**src/rtl/serial_add_sub_stage_pkg.sv**
```systemverilog
// Shared definitions for the bit-serial adder/subtractor: FSM state encodings.
package serial_add_sub_stage_pkg;

  typedef enum logic [1:0] {
    ST_IDLE = 2'd0,
    ST_RUN  = 2'd1,
    ST_DONE = 2'd2
  } state_t;

endpackage

```
**src/rtl/serial_add_sub_stage_full_adder_bit.sv**
```systemverilog
// One-bit full adder used as the serial datapath core.
module full_adder_bit (
  input  logic a,
  input  logic b,
  input  logic cin,
  output logic s,
  output logic cout
);

  assign s    = a ^ b ^ cin;
  assign cout = (a & b) | (a & cin) | (b & cin);

endmodule

```
**src/rtl/serial_add_sub_stage.sv**
```systemverilog
// Bit-serial two's-complement add/subtract with start/result handshakes.
// Operand B arrives already inverted upstream when subMode=1; subMode is the carry-in.
module serial_add_sub_stage
  import serial_add_sub_stage_pkg::*;
#(
  parameter int n = 4
) (
  input  logic         clk,
  input  logic         resetN,
  input  logic         startValid,
  output logic         startReady,
  input  logic         subMode,
  input  logic [n-1:0] operandA,
  input  logic [n-1:0] operandB,
  output logic         resultValid,
  input  logic         resultReady,
  output logic [n-1:0] sum,
  output logic         carryOut,
  output logic         overflow,
  output logic         zero,
  output logic         busy
);

  localparam int CNT_W = $clog2(n + 1);

  state_t           state;
  logic [n-1:0]     shift_a;
  logic [n-1:0]     shift_b;
  logic [n-1:0]     sum_shift;
  logic             carry;
  logic [CNT_W-1:0] bit_cnt;

  logic             add_s;
  logic             add_c;
  logic [n:0]       sum_cat;
  logic [n-1:0]     sum_next;
  logic             last_bit;

  full_adder_bit u_fa (
    .a    (shift_a[0]),
    .b    (shift_b[0]),
    .cin  (carry),
    .s    (add_s),
    .cout (add_c)
  );

  // New sum bit enters at the MSB; concatenation keeps this legal for n=1.
  assign sum_cat  = {add_s, sum_shift};
  assign sum_next = sum_cat[n:1];
  assign last_bit = (bit_cnt == CNT_W'(n - 1));

  always_ff @(posedge clk or negedge resetN) begin
    if (!resetN) begin
      state       <= ST_IDLE;
      startReady  <= 1'b1;
      busy        <= 1'b0;
      resultValid <= 1'b0;
      sum         <= '0;
      carryOut    <= 1'b0;
      overflow    <= 1'b0;
      zero        <= 1'b0;
      shift_a     <= '0;
      shift_b     <= '0;
      sum_shift   <= '0;
      carry       <= 1'b0;
      bit_cnt     <= '0;
    end else begin
      case (state)
        ST_IDLE: begin
          if (startValid) begin
            shift_a    <= operandA;
            shift_b    <= operandB;
            carry      <= subMode;
            bit_cnt    <= '0;
            startReady <= 1'b0;
            busy       <= 1'b1;
            state      <= ST_RUN;
          end
        end
        ST_RUN: begin
          sum_shift <= sum_next;
          shift_a   <= shift_a >> 1;
          shift_b   <= shift_b >> 1;
          carry     <= add_c;
          bit_cnt   <= bit_cnt + 1'b1;
          if (last_bit) begin
            // carry still holds the carry into the MSB during this add
            sum         <= sum_next;
            carryOut    <= add_c;
            overflow    <= carry ^ add_c;
            zero        <= (sum_next == '0);
            resultValid <= 1'b1;
            state       <= ST_DONE;
          end
        end
        ST_DONE: begin
          if (resultReady) begin
            resultValid <= 1'b0;
            startReady  <= 1'b1;
            busy        <= 1'b0;
            state       <= ST_IDLE;
          end
        end
        default: begin
          state      <= ST_IDLE;
          startReady <= 1'b1;
          busy       <= 1'b0;
        end
      endcase
    end
  end

endmodule
```
**config.mk**
```make
export PLATFORM = sky130hd
export DESIGN_NAME = serial_add_sub_stage
export DESIGN_NICKNAME = d
export VERILOG_FILES = /design/src/rtl/serial_add_sub_stage_pkg.sv /design/src/rtl/serial_add_sub_stage_full_adder_bit.sv /design/src/rtl/serial_add_sub_stage.sv
export SDC_FILE = /design/constraint.sdc
export NUM_CORES = 1
export LEC_CHECK = 0
export ABC_AREA = 1
export CAP_MARGIN = 20
export CORE_MARGIN = 2
export CORE_UTILIZATION = 50
export CTS_CLUSTER_SIZE = 12
export DETAILED_ROUTE_END_ITERATION = 16
export GPL_ROUTABILITY_DRIVEN = 0
export GPL_TIMING_DRIVEN = 0
export PLACE_DENSITY_LB_ADDON = 0.3
export SETUP_SLACK_MARGIN = 0.05
export SYNTH_ARGS = -nofsm -noshare
export SYNTH_HDL_FRONTEND = slang
export SYNTH_SLANG_ARGS = --single-unit
```
**constraint.sdc**
```tcl
create_clock -name clk -period 1.61 [get_ports clk]
set_input_delay 0.2415 -clock clk [delete_from_list [all_inputs] [get_ports clk]]
set_output_delay 0.2415 -clock clk [all_outputs]
set_load 0.02 [all_outputs]
```
# ---- After elaboration in Yosys (flattened, before gate mapping)
# Cells that the tools add are included.
dict set report op_classes {
  n_addsub 1
  eq_ne 6
  mux 20
  n_bitwise 9
  reduce_logical 9
}
# cell count
set op_table {}
lappend op_table {{$pmux W4 S2} 2}
lappend op_table {{$reduce_and A3 Y1} 3}
lappend op_table {{$mux W4} 2}
lappend op_table {{$mux W1} 6}
lappend op_table {{$mux W2} 3}
lappend op_table {{$ne A2 B2 Y1 const B} 3}
lappend op_table {{$pmux W1 S3} 2}
lappend op_table {{$pmux W2 S3} 1}
lappend op_table {{$pmux W3 S2} 1}
lappend op_table {{$logic_not A4 Y1} 1}
lappend op_table {{$pmux W1 S2} 2}
lappend op_table {{$reduce_and A2 Y1} 2}
lappend op_table {{$reduce_bool A2 Y1} 2}
lappend op_table {{$add A3 B1 Y3 const B} 1}
lappend op_table {{$and A1 B1 Y1} 3}
lappend op_table {{$eq A3 B2 Y1 const B} 1}
lappend op_table {{$mux W3} 1}
lappend op_table {{$xor A1 B1 Y1} 3}
lappend op_table {{$eq A2 B1 Y1 const B} 1}
lappend op_table {{$eq A2 B2 Y1 const B} 1}
lappend op_table {{$logic_not A2 Y1} 1}
lappend op_table {{$or A1 B1 Y1} 2}
lappend op_table {{$not A1 Y1} 1}
dict set report totals {
  regBits 28
  input_bits 13
  output_inout_bits 10
  elab_cells 58
}

# ---- Logic depth before layout (Yosys ltp)
dict set report depth {
  ltp_word 4
  ltp_mapped 6
  depth_no_buf 6
}

# ---- Cells and area by module
# A second synthesis with hierarchy kept.
dict set report unflattened {
  hier_cells 135
  hier_area_um2 1243.7
}
# mod instances cells_each area_per_inst_um2 seq_area_each_um2
set by_module_without_submodules {}
lappend by_module_without_submodules {serial_add_sub_stage 1 134 1223.7 676.9}
lappend by_module_without_submodules {full_adder_bit 1 1 20.0 0.0}

# ---- Worst setup path after synthesis
# OpenSTA, ideal clock, no wires.
dict set report synth_path {
  path_kind {register to register}
  from {register carry}
  to {register carry}
  setup_time_ps 117
  arrival_time_ps 1126
  required_time_ps 1493
  slack_ps 367
  stages_incl_launch_ff 6
  path_buffers 0
  period_less_slack_ps 1243
  cell_sequence {dfrtp_1 -> fa_1 -> inv_1 -> nand3_1 -> nand3_1 -> nand2_1}
}
dict set report synth_between {
  elab_chain_cells 4
  word_cells_on_any_way 5
  cone_classes {mux: 1; bitwise: 4}
}
# element line_no
set synth_rtl {}
lappend synth_rtl {{start, declared} serial_add_sub_stage.sv:30} ;# logic carry;
lappend synth_rtl {{start signal, assigned} serial_add_sub_stage.sv:73} ;# carry <= subMode;
lappend synth_rtl {{$and A1 B1 Y1} serial_add_sub_stage_full_adder_bit.sv:11} ;# assign cout = (a & b) | (a & cin) | (b & cin);
lappend synth_rtl {{$or A1 B1 Y1} serial_add_sub_stage_full_adder_bit.sv:11}
lappend synth_rtl {{$or A1 B1 Y1 *} serial_add_sub_stage_full_adder_bit.sv:11}
lappend synth_rtl {{via add_c} serial_add_sub_stage.sv:34} ;# logic add_c;
lappend synth_rtl {{$pmux W1 S2 *} serial_add_sub_stage.sv:68} ;# case (state)
# The timed path passes the listed nets; every way through them passes the cells marked *.
# A chain may end at the register's enable or synchronous reset.

# ---- Worst setup path in the final report
dict set report layout_path {
  from {register startReady}
  to {output port startReady}
}
# element line_no
set layout_lines {}
lappend layout_lines {{start, declared} serial_add_sub_stage.sv:11} ;# output logic startReady,
lappend layout_lines {{start signal, assigned} serial_add_sub_stage.sv:55} ;# startReady <= 1'b1;
lappend layout_lines {{start signal, assigned} serial_add_sub_stage.sv:75} ;# startReady <= 1'b0;
lappend layout_lines {{start signal, assigned} serial_add_sub_stage.sv:99} ;# startReady <= 1'b1;
# No word-level cell between the ends.

==> metrics.txt <==
status finished, final reports clean; DR WL/cell 12.5 um; io pins 23; Vias between 1,000 and 1,500; FF+latch count, synth 27; global route overflow 0; Num CTS Buffers 3; setup ws final roughly 0.17 ns; Synth top area share between 40% and 50%; sequential share of the synthesized area 50.7%; post-layout util 66.4%; type of the most critical hold path in2async; first-pass GRT wire length roughly 4300 um; Critical Path Start Type register; slowest CP cell dfstp_2; r2r setup slk ~0.23 ns; CP Data Required Time between 1 and 1.5 ns; Antenna Nets Post-Route 0; final WL 2570 um; Die Wd about 56 um; number of distinct library cells after synthesis 22; leakage around 0.94 nW; number of global-route vias before repair 970; peak supply drop 1.08 mV; CP Buf/Inv Count 1; Worst Skew between 0.009 and 0.01 ns; Pwr per Cell Area 1950 nW/um2; CP arrival about 1.2 ns; largest net degree at the start of global routing 20; CP peak stage delay 0.56 ns; critical path, cell by cell dlygate4sd2_1; total power between 3 and 4 mW; row count 18; Area Overhead vs Synth 24.4%; worst-skew pair later-pin latency about 0.32 ns; DR vias/cell between 4 and 5; max-capacitance violation count 0; layout cells sized above 1 13.1%; Post-Syn Area approximately 1300 um2; most common cell after layout, fill and taps aside nand2_1; CTS Root Cell clkbuf_4; Worst slew margin 67.3%; top cells by area, synth dfrtp_1, nand2_1, nand3_1; Post-CTS Setup Repair Bufs 0; Int Pwr approximately 1.8 mW; gr usage total roughly 17%; fmax approximately 690 MHz; Antenna diodes 0; share of power burned in registers roughly 37%; Clock transition at path regs about 0.15 ns; I/O Buffers 22; CP max FO 2; starting density of the core a little over half; HPWL after DPL 1880 um; Die ar. about 3100 um2; largest area contributor in the netlist dfrtp_1; # nets final approximately 190; Max Slew Vio Count 0; fin crit period roughly 1.4 ns; CTS tree done; initial antenna violation count 0; Synth Warn # 0; DRT iter0 DRCs 16; RSZ-0062 raised after global routing no; Gate power share between 50% and 60%; Setup crit end kind output pin; Net Sw Frac 43.7%; kind of cell adding the most delay to the critical path flip-flops; Post-Syn Area per Cell about 9 um2; commonest cells after routing, fill and taps aside nand2_1, nand3_1, dfrtp_1; Crit Path Category reg2out; Final Hold Vio Count 0; Core ar. 2500 um2; Post-route DRC 0; Worst-Margin Slew 0.489 ns; Clk pwr share 9.1%; Switch Pwr between 1 and 1.5 mW; Post-Place Worst Slack ~0.26 ns; Mapped Cells between 100 and 150; Max Root-Sink Buffers 2; Mapped Nets 165; 1st-pass router iterations 4; Sink Count 27; H-tree Lvls 1; final setup fails 0; die height between 50 and 60 um; fin crit share 89.5%
-- logic make-up (layout without fill, tap and decap cells) --
logic type | count (synthesis) | count (layout) | synth area share, %
AO/OA/AOI/OAI | 14 | 14 | 6.65
XOR/XNOR | 1 | 1 | 0.656
adder cells (fa/ha/maj) | 3 | 3 | 3.37
buffers and inverters | 28 | 55 | 11.5
flip-flops | 27 | 27 | 50.7
AND/OR/NAND/NOR | 76 | 76 | 27.1
-- Yosys cell counts, drive strengths merged --
cell type / number
nand2: 46
dfrtp: 26
nand3: 26
inv: 23
o21ai: 13
buf: 5
nor2: 4
ha: 2
a21oi: 1
dfstp: 1
fa: 1
xor2: 1
-- cell type report --
type                    instances  area, um2
inverters                      23       88.8
clock buffers                   4       26.3
repair buffers                 23        262
plain buffers                   5       65.1
multi-input cells              94        504
well taps                      30       37.5
flip-flops and latches         27        677
fillers                       205        840
-- sequential cells by signal (all words and copies together) (netlist names) --
register,cells
carry,1
state,2
resultValid,1
startReady,1
sum,4
overflow,1
zero,1
shift_a,4
busy,1
carryOut,1
bit_cnt,3
shift_b,4
sum_shift,3
-- worst paths after layout --
check,startpoint,end,cells past startpoint
worst max-delay path,startReady,startReady,1
worst min-delay path,resetN,sum[1],1
worst max register to register,bit_cnt[0],zero,6
worst min register to register,startReady,startReady,2
max in group asynchronous,resetN,startReady,2
min in group clk,operandB[3],shift_b[3],3
-- stage by stage --
stage	std cells	instance area, um2	TNS [ns]	hold WS (ns)
6_report	206	1660	0	0.225
5_1_grt	206	1660	0	0.250
4_1_cts	206	1640	0	0.244
3_5_place_dp	202	1620	0	0.458
3_3_place_gp	201	1590	-1.26	0.450
2_1_floorplan	149	1340	0	-0.0541
-- repair_timing --
item                                    4_1_cts  5_1_grt
pin swaps                                     0        0
cloned                                        0        0
endpoints found under the setup margin        3        7
hold buffers                                  0        0
gates resized for setup                       3        7
-- metal layers --
metal	up-vias	routed length (um)	share of wire [%]	global-route usage, %
met2	18	1280	50	29.8
met5	-	0	0	0
met1	493	1170	46	23.1
li1	514	-	-	-
met4	0	15	0.58	4.88
met3	2	99	3.9	2.33
-- power by group through the flow --
stage / logic (mW) / registers [mW] / clock network, mW
floorplan: 1.17 / 1.30 / 0
global placement: 1.73 / 1.19 / 0
detailed placement: 1.80 / 1.21 / 0
CTS: 1.79 / 1.19 / 0.306
global route: 1.97 / 1.23 / 0.326
finish: 1.75 / 1.19 / 0.295
Power figures use the tool's default switching activity.
